$ cat config.mk
export PLATFORM = sky130hd
export DESIGN_NAME = signed_mac_accum_flat
export DESIGN_NICKNAME = d
export VERILOG_FILES = /design/src/rtl/signed_mac_accum_if.sv /design/src/rtl/signed_mac_accum.sv /design/src/flat_wrapper.sv
export SDC_FILE = /design/constraint.sdc
export NUM_CORES = 1
export LEC_CHECK = 0
export BUFFER_PORTS_ARGS = -buffer_cell sky130_fd_sc_hd__clkbuf_2
export CAP_MARGIN = 30
export CORE_MARGIN = 8
export CORE_UTILIZATION = 46
export DETAILED_ROUTE_END_ITERATION = 6
export PLACE_DENSITY = 0.66
export SYNTH_ARGS = -nofsm -noshare
export SYNTH_HDL_FRONTEND = slang
export SYNTH_SLANG_ARGS = --single-unit
$ cat constraint.sdc
create_clock -name clk -period 8.8 [get_ports clk]
set_input_delay 1.32 -clock clk [delete_from_list [all_inputs] [get_ports clk]]
set_output_delay 1.32 -clock clk [all_outputs]
set_load 0.02 [all_outputs]
$ cat src/rtl/signed_mac_accum_if.sv
// rtl/signed_mac_accum_if.sv - job, product-stream and result handshake bundle for signed_mac_accum
interface signed_mac_accum_if #(
    parameter int N     = 32,
    parameter int ACC_W = 72,
    parameter int CNT_W = 8
);
    logic                    start;
    logic [CNT_W-1:0]        len;
    logic                    in_valid;
    logic                    in_ready;
    logic [2*N-1:0]          product;
    logic                    out_valid;
    logic                    out_ready;
    logic signed [ACC_W-1:0] acc_out;
    logic                    overflow;
    logic                    busy;

    modport slave (
        input  start, len, in_valid, product, out_ready,
        output in_ready, out_valid, acc_out, overflow, busy
    );

    modport master (
        output start, len, in_valid, product, out_ready,
        input  in_ready, out_valid, acc_out, overflow, busy
    );
endinterface

$ cat src/rtl/signed_mac_accum.sv
// rtl/signed_mac_accum.sv - saturating signed accumulator over a programmed number of products
module signed_mac_accum #(
    parameter int N     = 32,
    parameter int ACC_W = 72,
    parameter int CNT_W = 8
) (
    input logic               clk,
    input logic               rst,
    signed_mac_accum_if.slave bus
);
    typedef enum logic [1:0] {IDLE, ACCUM, DONE} state_t;

    localparam int EXT = ACC_W + 1 - 2 * N;
    localparam logic signed [ACC_W-1:0] POS_MAX = {1'b0, {(ACC_W-1){1'b1}}};
    localparam logic signed [ACC_W-1:0] NEG_MIN = {1'b1, {(ACC_W-1){1'b0}}};

    generate
        if (ACC_W < 2 * N + 1) begin : g_acc_w_check
            $error("signed_mac_accum: ACC_W must be at least 2*N+1");
        end
    endgenerate

    state_t                  state;
    logic signed [ACC_W-1:0] acc;
    logic [CNT_W-1:0]        cnt;
    logic                    ovf;
    logic signed [ACC_W:0]   sum;

    // One guard bit: the top two bits of sum disagree exactly when the true sum leaves the ACC_W range
    always_comb begin
        sum = {acc[ACC_W-1], acc} + {{EXT{bus.product[2*N-1]}}, bus.product};
    end

    always_ff @(posedge clk or posedge rst) begin
        if (rst) begin
            state <= IDLE;
            acc   <= '0;
            cnt   <= '0;
            ovf   <= 1'b0;
        end else begin
            case (state)
                IDLE: begin
                    if (bus.start) begin
                        acc <= '0;
                        ovf <= 1'b0;
                        cnt <= bus.len;
                        state <= (bus.len == '0) ? DONE : ACCUM;
                    end
                end
                ACCUM: begin
                    if (bus.in_valid) begin
                        if (sum[ACC_W] != sum[ACC_W-1]) begin
                            acc <= sum[ACC_W] ? NEG_MIN : POS_MAX;
                            ovf <= 1'b1;
                        end else begin
                            acc <= sum[ACC_W-1:0];
                        end
                        cnt <= cnt - 1'b1;
                        if (cnt == CNT_W'(1)) begin
                            state <= DONE;
                        end
                    end
                end
                DONE: begin
                    if (bus.out_ready) begin
                        state <= IDLE;
                    end
                end
                default: state <= IDLE;
            endcase
        end
    end

    assign bus.in_ready  = (state == ACCUM);
    assign bus.out_valid = (state == DONE);
    assign bus.busy      = (state != IDLE);
    assign bus.acc_out   = acc;
    assign bus.overflow  = ovf;
endmodule

$ cat src/flat_wrapper.sv
// flat-port wrapper written by rule: the top's interface ports become plain ports
module signed_mac_accum_flat 
#(
    parameter int N     = 32,
    parameter int ACC_W = 72,
    parameter int CNT_W = 8
)
  (clk, rst, bus_start, bus_len, bus_in_valid, bus_product, bus_out_ready, bus_in_ready, bus_out_valid, bus_acc_out, bus_overflow, bus_busy);
  signed_mac_accum_if #(.N(N), .ACC_W(ACC_W), .CNT_W(CNT_W)) bus_i ();
  input logic clk;
  input logic rst;
  input wire logic [$bits(bus_i.start)-1:0] bus_start;
  input wire logic [$bits(bus_i.len)-1:0] bus_len;
  input wire logic [$bits(bus_i.in_valid)-1:0] bus_in_valid;
  input wire logic [$bits(bus_i.product)-1:0] bus_product;
  input wire logic [$bits(bus_i.out_ready)-1:0] bus_out_ready;
  output wire logic [$bits(bus_i.in_ready)-1:0] bus_in_ready;
  output wire logic [$bits(bus_i.out_valid)-1:0] bus_out_valid;
  output wire logic [$bits(bus_i.acc_out)-1:0] bus_acc_out;
  output wire logic [$bits(bus_i.overflow)-1:0] bus_overflow;
  output wire logic [$bits(bus_i.busy)-1:0] bus_busy;
  assign bus_i.start = bus_start;
  assign bus_i.len = bus_len;
  assign bus_i.in_valid = bus_in_valid;
  assign bus_i.product = bus_product;
  assign bus_i.out_ready = bus_out_ready;
  assign bus_in_ready = bus_i.in_ready;
  assign bus_out_valid = bus_i.out_valid;
  assign bus_acc_out = bus_i.acc_out;
  assign bus_overflow = bus_i.overflow;
  assign bus_busy = bus_i.busy;
  signed_mac_accum #(.N(N), .ACC_W(ACC_W), .CNT_W(CNT_W)) u_core (.clk(clk), .rst(rst), .bus(bus_i));
endmodule
# Yosys cells after proc, flatten, opt, wreduce, memory -nomap -nowiden
# Index checks and enable logic that the tools add are counted.
[totals] elab_cells=40 memories=0 ff_bits=83 ramBits=0 latchBits=0 in_bits=77 mem_bits_ro=0
[classes] n_div=0 reduce_logical=7 n_addsub=2 n_shift=0 n_mux=18 n_mul=0 bitwise=0 eq_ne=9 magnitude_cmp=0
[op_table] cell="72-bit two-way mux" n=4
[op_table] cell="72-bit case mux with 2 select lines" n=1
[op_table] cell="72-bit by 64-bit adder with 73-bit output" n=1
[op_table] cell="8-bit two-way mux" n=2
[op_table] cell="8-bit case mux with 2 select lines" n=1
[op_table] cell="2-bit two-way mux" n=5
[op_table] cell="8-bit by 1-bit equality test with 1-bit output (second input constant)" n=1
[op_table] cell="8-bit zero test" n=1
[op_table] cell="4-bit AND reduction" n=2
[op_table] cell="8-bit by 1-bit subtractor with 8-bit output (second input constant)" n=1
[op_table] cell="2-bit != test (second input constant)" n=3
[op_table] cell="2-bit case mux with 3 select lines" n=1
[op_table] cell="2-bit by 1-bit != test with 1-bit output (second input constant)" n=2
[op_table] cell="2-bit nonzero test" n=2
[op_table] cell="1-bit two-way mux" n=3
[op_table] cell="3-bit AND reduction" n=1
[op_table] cell="2-bit by 1-bit equality test with 1-bit output (second input constant)" n=1
[op_table] cell="2-bit equality test (second input constant)" n=1
[op_table] cell="2-bit zero test" n=1
[op_table] cell="1-bit case mux with 2 select lines" n=1
[op_table] cell="1-bit != test" n=1

# Depth between registers and ports, before layout
# Gate-level depths: netlist of the first run.
[depth] word_depth=5 ltp_mapped=14

# Worst setup path before layout of the first run
# No wires, ideal clock.
[synth_timing] kind="input -> register" startpoint="in bus_product[0]" endpoint="reg u_core.acc[25] (netlist: u_core.bus.acc_out[25])" required_ps=8681 stages=14 setup_slack_ps=4523 arrival_ps=4158 path_cell_list="ha_1 fa_1 a211oi_1 o211ai_1 a21boi_1 a311oi_1 o211ai_1 nand2_1 a311oi_1 a21oi_1 mux2i_4 buf_2 o21bai_1 nand2_1"
[synth_between] elab_chain_len=5
[synth_rtl] element="from (decl)" line="flat_wrapper.sv:15" source="input wire logic [$bits(bus_i.product)-1:0] bus_product;"
[synth_rtl] element="72-bit by 64-bit adder with 73-bit output *" line="signed_mac_accum.sv:31" source="sum = {acc[ACC_W-1], acc} + {{EXT{bus.product[2*N-1]}}, bus.product};"
[synth_rtl] element="72-bit two-way mux or 1-bit != test (tied branches)" line="signed_mac_accum.sv:53, signed_mac_accum.sv:52"
[synth_rtl] element="72-bit two-way mux *" line="signed_mac_accum.sv:52" source="if (sum[ACC_W] != sum[ACC_W-1]) begin"
[synth_rtl] element="72-bit two-way mux *" line="signed_mac_accum.sv:51" source="if (bus.in_valid) begin"
[synth_rtl] element="72-bit case mux with 2 select lines *" line="signed_mac_accum.sv:41" source="case (state)"
[synth_rtl] element="to (signal assigned)" line="signed_mac_accum.sv:53" source="acc <= sum[ACC_W] ? NEG_MIN : POS_MAX;"
[synth_rtl] element="to (signal assigned)" line="signed_mac_accum.sv:56" source="acc <= sum[ACC_W-1:0];"
[synth_rtl] element="to (decl)" line="signed_mac_accum.sv:24" source="logic signed [ACC_W-1:0] acc;"
# Mark *: on every way between the ends. The rest lies on a longest branch, timed or not. The select of a mux whose other input is x is not followed.
# A chain may end at the register's enable or synchronous reset.

# Worst setup path in the final report of the first run
[layout_timing] startpoint="in bus_product[0]" endpoint="reg u_core.acc[49] (netlist: u_core.bus.acc_out[49])"
# Same word-level chain as after synthesis.

==> results of run 1 <==
## path summary, 6_finish.rpt
path | from | to | slack, ns | cells after the start
setup / recovery | bus_product[0] | u_core.bus.acc_out[49] | 3.58 | 15
hold / removal | u_core.bus.acc_out[21] | u_core.bus.acc_out[21] | 0.52 | 2
setup reg to reg | u_core.bus.acc_out[0] | u_core.bus.acc_out[49] | 4.19 | 14
hold reg to reg | u_core.bus.acc_out[21] | u_core.bus.acc_out[21] | 0.52 | 2
max in group asynchronous | rst | u_core.bus.acc_out[43] | 6.71 | 3
min in group asynchronous | rst | u_core.bus.acc_out[12] | 0.93 | 2
## critical path: stages
cell and delay [ns]:
clkbuf_2 0.08, ha_1 0.21, fa_1 0.43, a211oi_1 0.29, o211ai_1 0.18, a21boi_1 0.24, a311oi_1 0.17, o211ai_1 0.23
nand2_1 0.10, a311oi_1 0.65, a21oi_1 0.23, mux2i_4 0.57, buf_4 0.48, o21bai_1 0.17, nand2_1 0.06
## cell families (layout without fill, tap and decap cells)
kind of cell | Yosys count | after routing | share of synthesized area, %
and+or+nand+nor | 357 | 357 | 20.2
DFF | 83 | 83 | 26.4
muxes | 2 | 2 | 0.413
AOI/OAI and AO/OA | 374 | 374 | 28.8
buffers and inverters | 84 | 194 | 4.37
xor gates and xnor gates | 69 | 69 | 7.77
adders and majority gates | 75 | 75 | 12.0
## registers in the layout (all words and copies together), names as in the netlist
signal / cells
u_core.bus.acc_out: 72
u_core.cnt: 8
u_core.state: 2
u_core.bus.overflow: 1
## final cells by class
type                       instances  area, sq um  share of cell area (%)
timing repair buffer             157          818                    9.06
clock inverter                     4         47.5                   0.526
multi-input combinational        877         5460                    60.5
inverter                          21         80.1                   0.887
tap                              225          282                    3.12
clock buffer                      12          267                    2.95
sequential                        83         2080                    23.0
## metrics by stage
| stage | util, % | hold WS, ns | worst slack (ns) | std cells | instance area (sq um) |
|---|---|---|---|---|---|
| 6_report | 53.1 | 0.516 | 3.58 | 1379 | 9030 |
| 5_1_grt | 53.1 | 0.543 | 3.18 | 1379 | 9030 |
| 4_1_cts | 53.1 | 0.520 | 3.54 | 1379 | 9030 |
| 3_5_place_dp | 51.3 | 0.505 | 3.19 | 1363 | 8720 |
| 3_3_place_gp | 51.1 | 0.500 | 2.94 | 1362 | 8690 |
| 2_1_floorplan | - | 0.472 | 4.52 | 1044 | 7870 |
## where the power goes
group	internal [mW]	switching (mW)
combinational	1.01	1.68
clock	0.242	0.163
sequential	0.565	0.158
## placed cells by master, fill, tap and decap left out, types with 11 or more instances in the layout
| cell | Yosys | routed |
|---|---|---|
| dfrtp_1 | 83 | 83 |
| a211oi_1 | 13 | 13 |
| clkbuf_2 | 0 | 152 |
| nand3_1 | 13 | 13 |
| nand2_1 | 139 | 139 |
| o21bai_1 | 14 | 14 |
| a21oi_1 | 109 | 109 |
| nor2_1 | 110 | 110 |
| ha_1 | 74 | 74 |
| a21o_1 | 49 | 49 |
| o21ai_1 | 68 | 68 |
| nand4_1 | 24 | 24 |
| xnor2_1 | 41 | 41 |
| nor3_1 | 14 | 14 |
| o21ai_0 | 54 | 54 |
| xor2_1 | 27 | 27 |
| o211ai_1 | 11 | 11 |
| nor2b_1 | 11 | 11 |
| inv_1 | 21 | 20 |
## cells in the mapped netlist (6+ instances only)
master / n
a31oi_1: 10
nor2_1: 110
clkbuf_1: 48
or2_2: 6
nand4_1: 24
inv_1: 21
a21boi_0: 6
nand3_1: 13
nor4_1: 9
o211ai_1: 11
o21ai_1: 68
ha_1: 74
a21o_1: 49
xnor2_1: 41
a21oi_1: 109
o21bai_1: 14
nor2b_1: 11
buf_2: 11
nand2b_1: 9
nand2_1: 139
a211oi_1: 13
o21ai_0: 54
and2_1: 6
xor2_1: 27
o21a_1: 6
dfrtp_1: 83
nor3_1: 14
## per-layer routing
metal / global-route usage [%] / vias up / share of wire [%]
li1: - / 3969 / -
met1: 28.3 / 3632 / 49
met2: 32.4 / 204 / 45
met3: 3.29 / 15 / 5.1
met4: 5.41 / 0 / 1.2
met5: 0 / - / 0
==> flow_summary_export.csv, run 1 <==
group,metric,value,unit
outcome,status,"complete, no violations",
floorplanning,die_w,147,um
sta,period_minus_slack,5.22,ns
floorplanning,die_area,0.0216,sq mm
yosys,netlist_area,0.00787,sq mm
yosys,syn_inst,1044,
cts,cts_buffers,9,
worst_setup_path,critPathMaxFanout,38,
sta,worst_pin_slew,0.923,ns
cts,postCtsSetupBuffers,0,
pwr,power.total,3.82,mW
yosys,postSynth.asyncResetShare,100,%
global_routing,grt_pass1_vias,7574,
yosys,yosysUniqueCellTypes,59,
drt,viasPerCell,5.67,
sta,skew,0.00931,ns
pwr,p_leak,4.45,nW
cts,clk_pin_slew,0.07,ns
sta,maxSlewViolCount,0,
worst_setup_path,crit_type,"in2reg",
final_layout,diodes,0,
final_layout,area_delta_synth_final,14.8,%
placement,hpwl,17.4,mm
sta,rsz0062_at_grt,"false",
cts,htree_levels,3,
yosys,ys_warn_count,0,
cts,cts_resized,0,
global_routing,antenna_found_initial,0,
yosys,synth-main-ff-cell,"dfrtp_1",
worst_setup_path,cp-end-kind,"flip-flop",
floorplanning,row_count,48,
sta,max_freq,192,MHz
final_layout,drive_above_1_share,16.5,%
floorplanning,core_region_area,0.0170,sq mm
drt,vias,7820,
placement,place_congestion,0.864,
drt,dr.pass1.iters,5,
global_routing,grt_pass1_wl,37.3,mm
cts,clock_latency,0.35,ns
yosys,synth_seq_cells,83,
sta,fin_tns_setup,0,ns
drt,drt_iter0_drc,531,
pwr,ir_drop,0.220,mV
run,max-cap-violations,0,
sta,period_share,59.3,%
floorplanning,io_pins,153,
cts,cts_tree,"yes",
drt,routedWlPerCell,16.3,um
worst_setup_path,crit_required,9.04,ns
yosys,synth_area_leaders,"dfrtp_1, ha_1, a21oi_1, nand2_1, nor2_1",
floorplanning,start_util,46.3,%
sta,final-setup-viol-count,0,
min_path,hold_class,"reg2reg",
sta,worst_slew_margin_rel,38.5,%
global_routing,grt_overflow,0,
yosys,syn_area_per_cell,7.54,sq um
yosys,synth.top_cell.area_share,26.4,%
final_layout,fillers,1717,
drt,drt_wl_total,22.5,mm
pwr,cellPowerDensity,423,mW/mm^2
worst_setup_path,critPathArrivalTime,5.45,ns
placement,portBuffers,152,
worst_setup_path,start_kind,"input port",
cts,cts_root_buffer,"clkbuf_16",
sta,hold_viol_final,0,
yosys,synth_nets,1196,
drt,ant_nets,0,
yosys,synth_area_leader_cell,"dfrtp_1",
global_routing,grt_max_degree,86,
drt,route.detailed.drc,0,
floorplanning,die_h,147,um
final_layout,nets,1301,
cts,clk_path_buf_depth,2,
yosys,synth-edff-count,0,
yosys,synth_seq_area_share,26.4,%
cts,hold_buffers,0,
cts,cts.sinks,83,
global_routing,grt_use_total,20.5,%
Power figures use the tool's default switching activity.
==> run 2, diff against run 1 <==
clock period = 4.81 ns   (was 8.8 ns; I/O delays follow)
==> flow_summary_export.csv, run 2 (synthesized netlist as in run 1, its figures left out) <==
group,metric,value,unit
floorplanning,io_pins,153,
final_layout,stdcell_count,1382,
floorplanning,core_region_area,0.0170,sq mm
worst_setup_path,crit_buf_inv,2,
sta,hold_viol_final,0,
cts,hold_buffers,0,
sta,final-setup-viol-count,0,
global_routing,grt_max_degree,71,
sta,skew,0.00749,ns
sta,worst_slew_margin_rel,61.1,%
sta,maxSlewViolCount,0,
cts,clock_latency,0.34,ns
outcome,status,"complete, no violations",
drt,vias,7827,
sta,whs,0.358,ns
cts,cts_tree,"yes",
sta,worst_pin_slew,0.579,ns
global_routing,grt_overflow,0,
floorplanning,die_h,147,um
pwr,cellPowerDensity,769,mW/mm^2
drt,drt_wl_total,22.6,mm
final_layout,area_delta_synth_final,15.2,%
placement,place_congestion,0.905,
drt,viasPerCell,5.66,
drt,route.detailed.drc,0,
cts,postCtsSetupBuffers,0,
final_layout,fin_util,53.3,%
placement,portBuffers,152,
placement,dp_slack,0.415,ns
pwr,ir_drop,0.360,mV
cts,clk_path_buf_depth,2,
worst_setup_path,critPathArrivalTime,4.27,ns
drt,drt_iter0_drc,601,
pwr,power.total,6.96,mW
cts,cts_resized,0,
worst_setup_path,start_kind,"input port",
final_layout,fin_area,0.00906,sq mm
global_routing,grt_use_total,20.8,%
sta,rsz0062_at_grt,"false",
cts,cts.sinks,83,
pwr,p_leak,4.46,nW
placement,place_area,0.00880,sq mm
worst_setup_path,critPathMaxFanout,17,
cts,cts_root_buffer,"clkbuf_16",
cts,clk_pin_slew,0.06,ns
cts,cts_buffers,9,
final_layout,drive_above_1_share,16.5,%
final_layout,fillers,1691,
worst_setup_path,r2r_cells,13,
worst_setup_path,slowest_stage,"a311oi_2",
sta,period_share,83.8,%
worst_setup_path,crit_required,5.05,ns
worst_setup_path,crit_type,"in2reg",
global_routing,grt_pass1_vias,7742,
final_layout,largest_reg_flops,72,
final_layout,nets,1308,
global_routing,grt_pass1_wl,38.0,mm
sta,max_freq,248,MHz
final_layout,diodes,0,
run,max-cap-violations,0,
global_routing,antenna_found_initial,0,
placement,hpwl,17.6,mm
sta,setup_slack,0.779,ns
sta,period_minus_slack,4.03,ns
drt,ant_nets,0,
cts,htree_levels,3,
min_path,hold_class,"in2async",
worst_setup_path,cp.depth,14,
placement,dp.cells,1369,
drt,routedWlPerCell,16.4,um
worst_setup_path,cp-end-kind,"flip-flop",
floorplanning,start_util,46.3,%
floorplanning,row_count,48,
worst_setup_path,crit_family,"compound AO/OA/AOI/OAI gates",
worst_setup_path,cpPeakStageDelay,0.50,ns
final_layout,layout_common_cells,"clkbuf_2, nand2_1, nor2_1, a21oi_1, dfrtp_1",
final_layout,final_common_cell,"clkbuf_2",
drt,dr.pass1.iters,5,
worst_setup_path,path_cells,"clkbuf_2, ha_1, a211oi_1, o21ai_1, o221ai_1, a21oi_1, a311oi_2, a21oi_4, a211oi_2, o31a_2, mux2i_4, buf_4, o21bai_1, nand2_1",
floorplanning,die_area,0.0216,sq mm
floorplanning,die_w,147,um
sta,fin_tns_setup,0,ns
run 2: changes by cell type in the layout (fill, tap and decap cells not counted), sizes merged:
cell      before  now
clkinvlp       1    0
buf            5   12
clkinv         3    2
bufinv         1    0
clkbuf       164  163
run 2: power by group:
part,internal [mW],total [mW],switching (mW),leakage [nW]
Combinational,1.93,5.03,3.10,3.30
Clock,0.338,0.611,0.273,0.117
Sequential,1.03,1.33,0.294,1.04
Total,3.30,6.96,3.67,4.46
run 2: worst paths after layout:
kind	end	from	slack (ns)
setup / recovery	u_core.bus.acc_out[49]	bus_product[1]	0.78
max in group asynchronous	u_core.bus.acc_out[70]	rst	3.61
min in group clk	u_core.bus.acc_out[13]	u_core.bus.acc_out[13]	0.52
hold reg to reg	u_core.bus.acc_out[13]	u_core.bus.acc_out[13]	0.52
setup reg to reg	u_core.bus.acc_out[49]	u_core.bus.acc_out[1]	0.78
hold / removal	u_core.bus.acc_out[12]	rst	0.36
run 2: routing by layer:
layer  vias up  global-route usage [%]  wire length, um  share of wire, %
li1       3953                       -                -                 -
met5         -                       0                0                 0
met3        17                    3.63             1190               5.3
met4         0                    5.92              302               1.3
met1      3636                    28.0            11000                49
met2       221                    33.6            10100                45
run 2: cell type report:
type / count / area (sq um) / area share, %
well taps: 225 / 282 / 3.11
clock buffers: 11 / 233 / 2.57
multi-input cells: 877 / 5460 / 60.3
repair buffers: 164 / 926 / 10.2
clock inverters: 1 / 5.00 / 0.0552
flip-flops and latches: 83 / 2080 / 22.9
inverters: 21 / 80.1 / 0.884
run 2: worst register-to-register path, cell delays in order (launching register included):
cell	delay, ns
dfrtp_1	0.43
ha_1	0.33
a211oi_1	0.28
o21ai_1	0.19
o221ai_1	0.28
a21oi_1	0.14
a311oi_2	0.50
a21oi_4	0.18
a211oi_2	0.32
o31a_2	0.30
mux2i_4	0.46
buf_4	0.31
o21bai_1	0.14
nand2_1	0.07
==> run 3, diff against run 2 <==
clock period = 4 ns   (was 4.81 ns; I/O delays follow)
==> flow_summary_export.csv, run 3 (synthesized netlist as in run 1, its figures left out) <==
group,metric,value,unit
sta,maxSlewViolCount,0,
cts,clock_latency,0.35,ns
drt,viasPerCell,5.68,
global_routing,grt_overflow,0,
global_routing,grt_pass1_wl,38.8,mm
final_layout,area_delta_synth_final,17.3,%
worst_setup_path,critPathArrivalTime,3.88,ns
final_layout,fillers,1650,
sta,period_minus_slack,3.67,ns
sta,fin_tns_setup,0,ns
placement,hpwl,18.1,mm
worst_setup_path,crit_type,"reg2reg",
cts,cts_buffers,9,
worst_setup_path,slowest_stage,"dfrtp_1",
pwr,p_leak,4.55,nW
worst_setup_path,crit_required,4.21,ns
floorplanning,start_util,46.3,%
worst_setup_path,start_kind,"flip-flop",
worst_setup_path,cpPeakStageDelay,0.44,ns
drt,vias,7953,
cts,cts_tree,"yes",
global_routing,grt_pass1_vias,7803,
sta,rsz0062_at_grt,"false",
final_layout,layout_common_cells,"clkbuf_2, nand2_1, nor2_1, a21oi_1, dfrtp_1",
final_layout,nets,1322,
global_routing,antenna_found_initial,0,
final_layout,final_common_cell,"clkbuf_2",
drt,routedWlPerCell,16.5,um
sta,period_share,91.7,%
drt,route.detailed.drc,0,
worst_setup_path,critPathMaxFanout,19,
outcome,status,"complete, no violations",
placement,place_congestion,0.870,
floorplanning,core_region_area,0.0170,sq mm
cts,cts_root_buffer,"clkbuf_16",
run,max-cap-violations,0,
sta,worst_pin_slew,0.757,ns
placement,portBuffers,152,
sta,worst_slew_margin_rel,49.5,%
cts,hold_buffers,0,
sta,skew,0.00862,ns
floorplanning,die_w,147,um
pwr,ir_drop,0.674,mV
floorplanning,die_area,0.0216,sq mm
final_layout,diodes,0,
min_path,hold_class,"in2async",
floorplanning,io_pins,153,
floorplanning,row_count,48,
final_layout,largest_reg_flops,72,
floorplanning,die_h,147,um
drt,ant_nets,0,
final_layout,fin_util,54.3,%
global_routing,grt_use_total,21.3,%
final_layout,drive_above_1_share,17.9,%
sta,hold_viol_final,0,
sta,final-setup-viol-count,0,
cts,cts.sinks,83,
worst_setup_path,path_cells,"ha_1, a211oi_1, o21ai_1, o221ai_1, a21oi_1, a311oi_2, a21oi_4, a211oi_2, o31a_2, mux2i_4, buf_4, o211ai_1",
sta,max_freq,273,MHz
drt,dr.pass1.iters,5,
worst_setup_path,rrSetupSlack,0.33,ns
drt,drt_wl_total,23.1,mm
global_routing,grt_max_degree,56,
cts,clk_path_buf_depth,2,
drt,drt_iter0_drc,521,
cts,clk_pin_slew,0.06,ns
pwr,cellPowerDensity,944,mW/mm^2
worst_setup_path,cp-end-kind,"flip-flop",
cts,cts_resized,0,
placement,dp.cells,1384,
cts,postCtsSetupBuffers,0,
cts,htree_levels,3,
final_layout,stdcell_count,1399,
-- run 3: per-layer routing --
layer | global-route usage (%) | wire [um] | vias up
met4 | 6.39 | 326 | 0
met5 | 0 | 0 | -
met1 | 29.5 | 11100 | 3703
li1 | - | - | 3992
met2 | 33.3 | 10500 | 237
met3 | 3.69 | 1200 | 21
-- run 3: critical path, delay by kind of cell, from the launching register on --
| kind | cells | cell delay [ns] |
|---|---|---|
| buffers and inverters | 1 | 0.30 |
| adder cells (fa/ha/maj) | 1 | 0.33 |
| AO/OA/AOI/OAI | 9 | 2.11 |
| flip-flops | 1 | 0.44 |
| multiplexers | 1 | 0.36 |
-- run 3: through the flow --
step / cell area, sq um / setup WS, ns / hold slack [ns] / power (mW)
2_1_floorplan: 7870 / 0.443 / 0.472 / 6.09
3_5_place_dp: 8900 / 0.0809 / 0.505 / 7.75
3_3_place_gp: 8900 / 0.109 / 0.496 / 7.67
5_1_grt: 9230 / 0.0479 / 0.274 / 9.52
4_1_cts: 9220 / 0.305 / 0.256 / 8.70
6_report: 9230 / 0.331 / 0.246 / 8.71
-- run 3: final cells by class --
type / count / area [sq um] / share of cell area, %
Clock inverter: 4 / 75.1 / 0.813
Sequential cell: 83 / 2080 / 22.5
Multi-Input combinational cell: 877 / 5470 / 59.2
Clock buffer: 11 / 243 / 2.63
Timing Repair Buffer: 178 / 1010 / 10.9
Tap cell: 225 / 282 / 3.05
Inverter: 21 / 80.1 / 0.867
-- run 3: where the power goes --
group          leakage (nW)  internal, mW  switching, mW  total, mW
clock                 0.148         0.561          0.357      0.918
combinational          3.36          2.40           3.81       6.21
sequential             1.04          1.24          0.343       1.59
total                  4.55          4.20           4.51       8.71
-- run 3: worst paths after layout --
path | from | endpoint | depth (start not counted)
max in group asynchronous | rst | u_core.bus.acc_out[47] | 3
worst min register to register | u_core.bus.acc_out[49] | u_core.bus.acc_out[49] | 2
worst min-delay path | rst | u_core.bus.acc_out[0] | 2
min in group clk | bus_start | u_core.bus.overflow | 2
worst max-delay path | u_core.bus.acc_out[1] | u_core.bus.acc_out[61] | 12
worst max register to register | u_core.bus.acc_out[1] | u_core.bus.acc_out[61] | 12
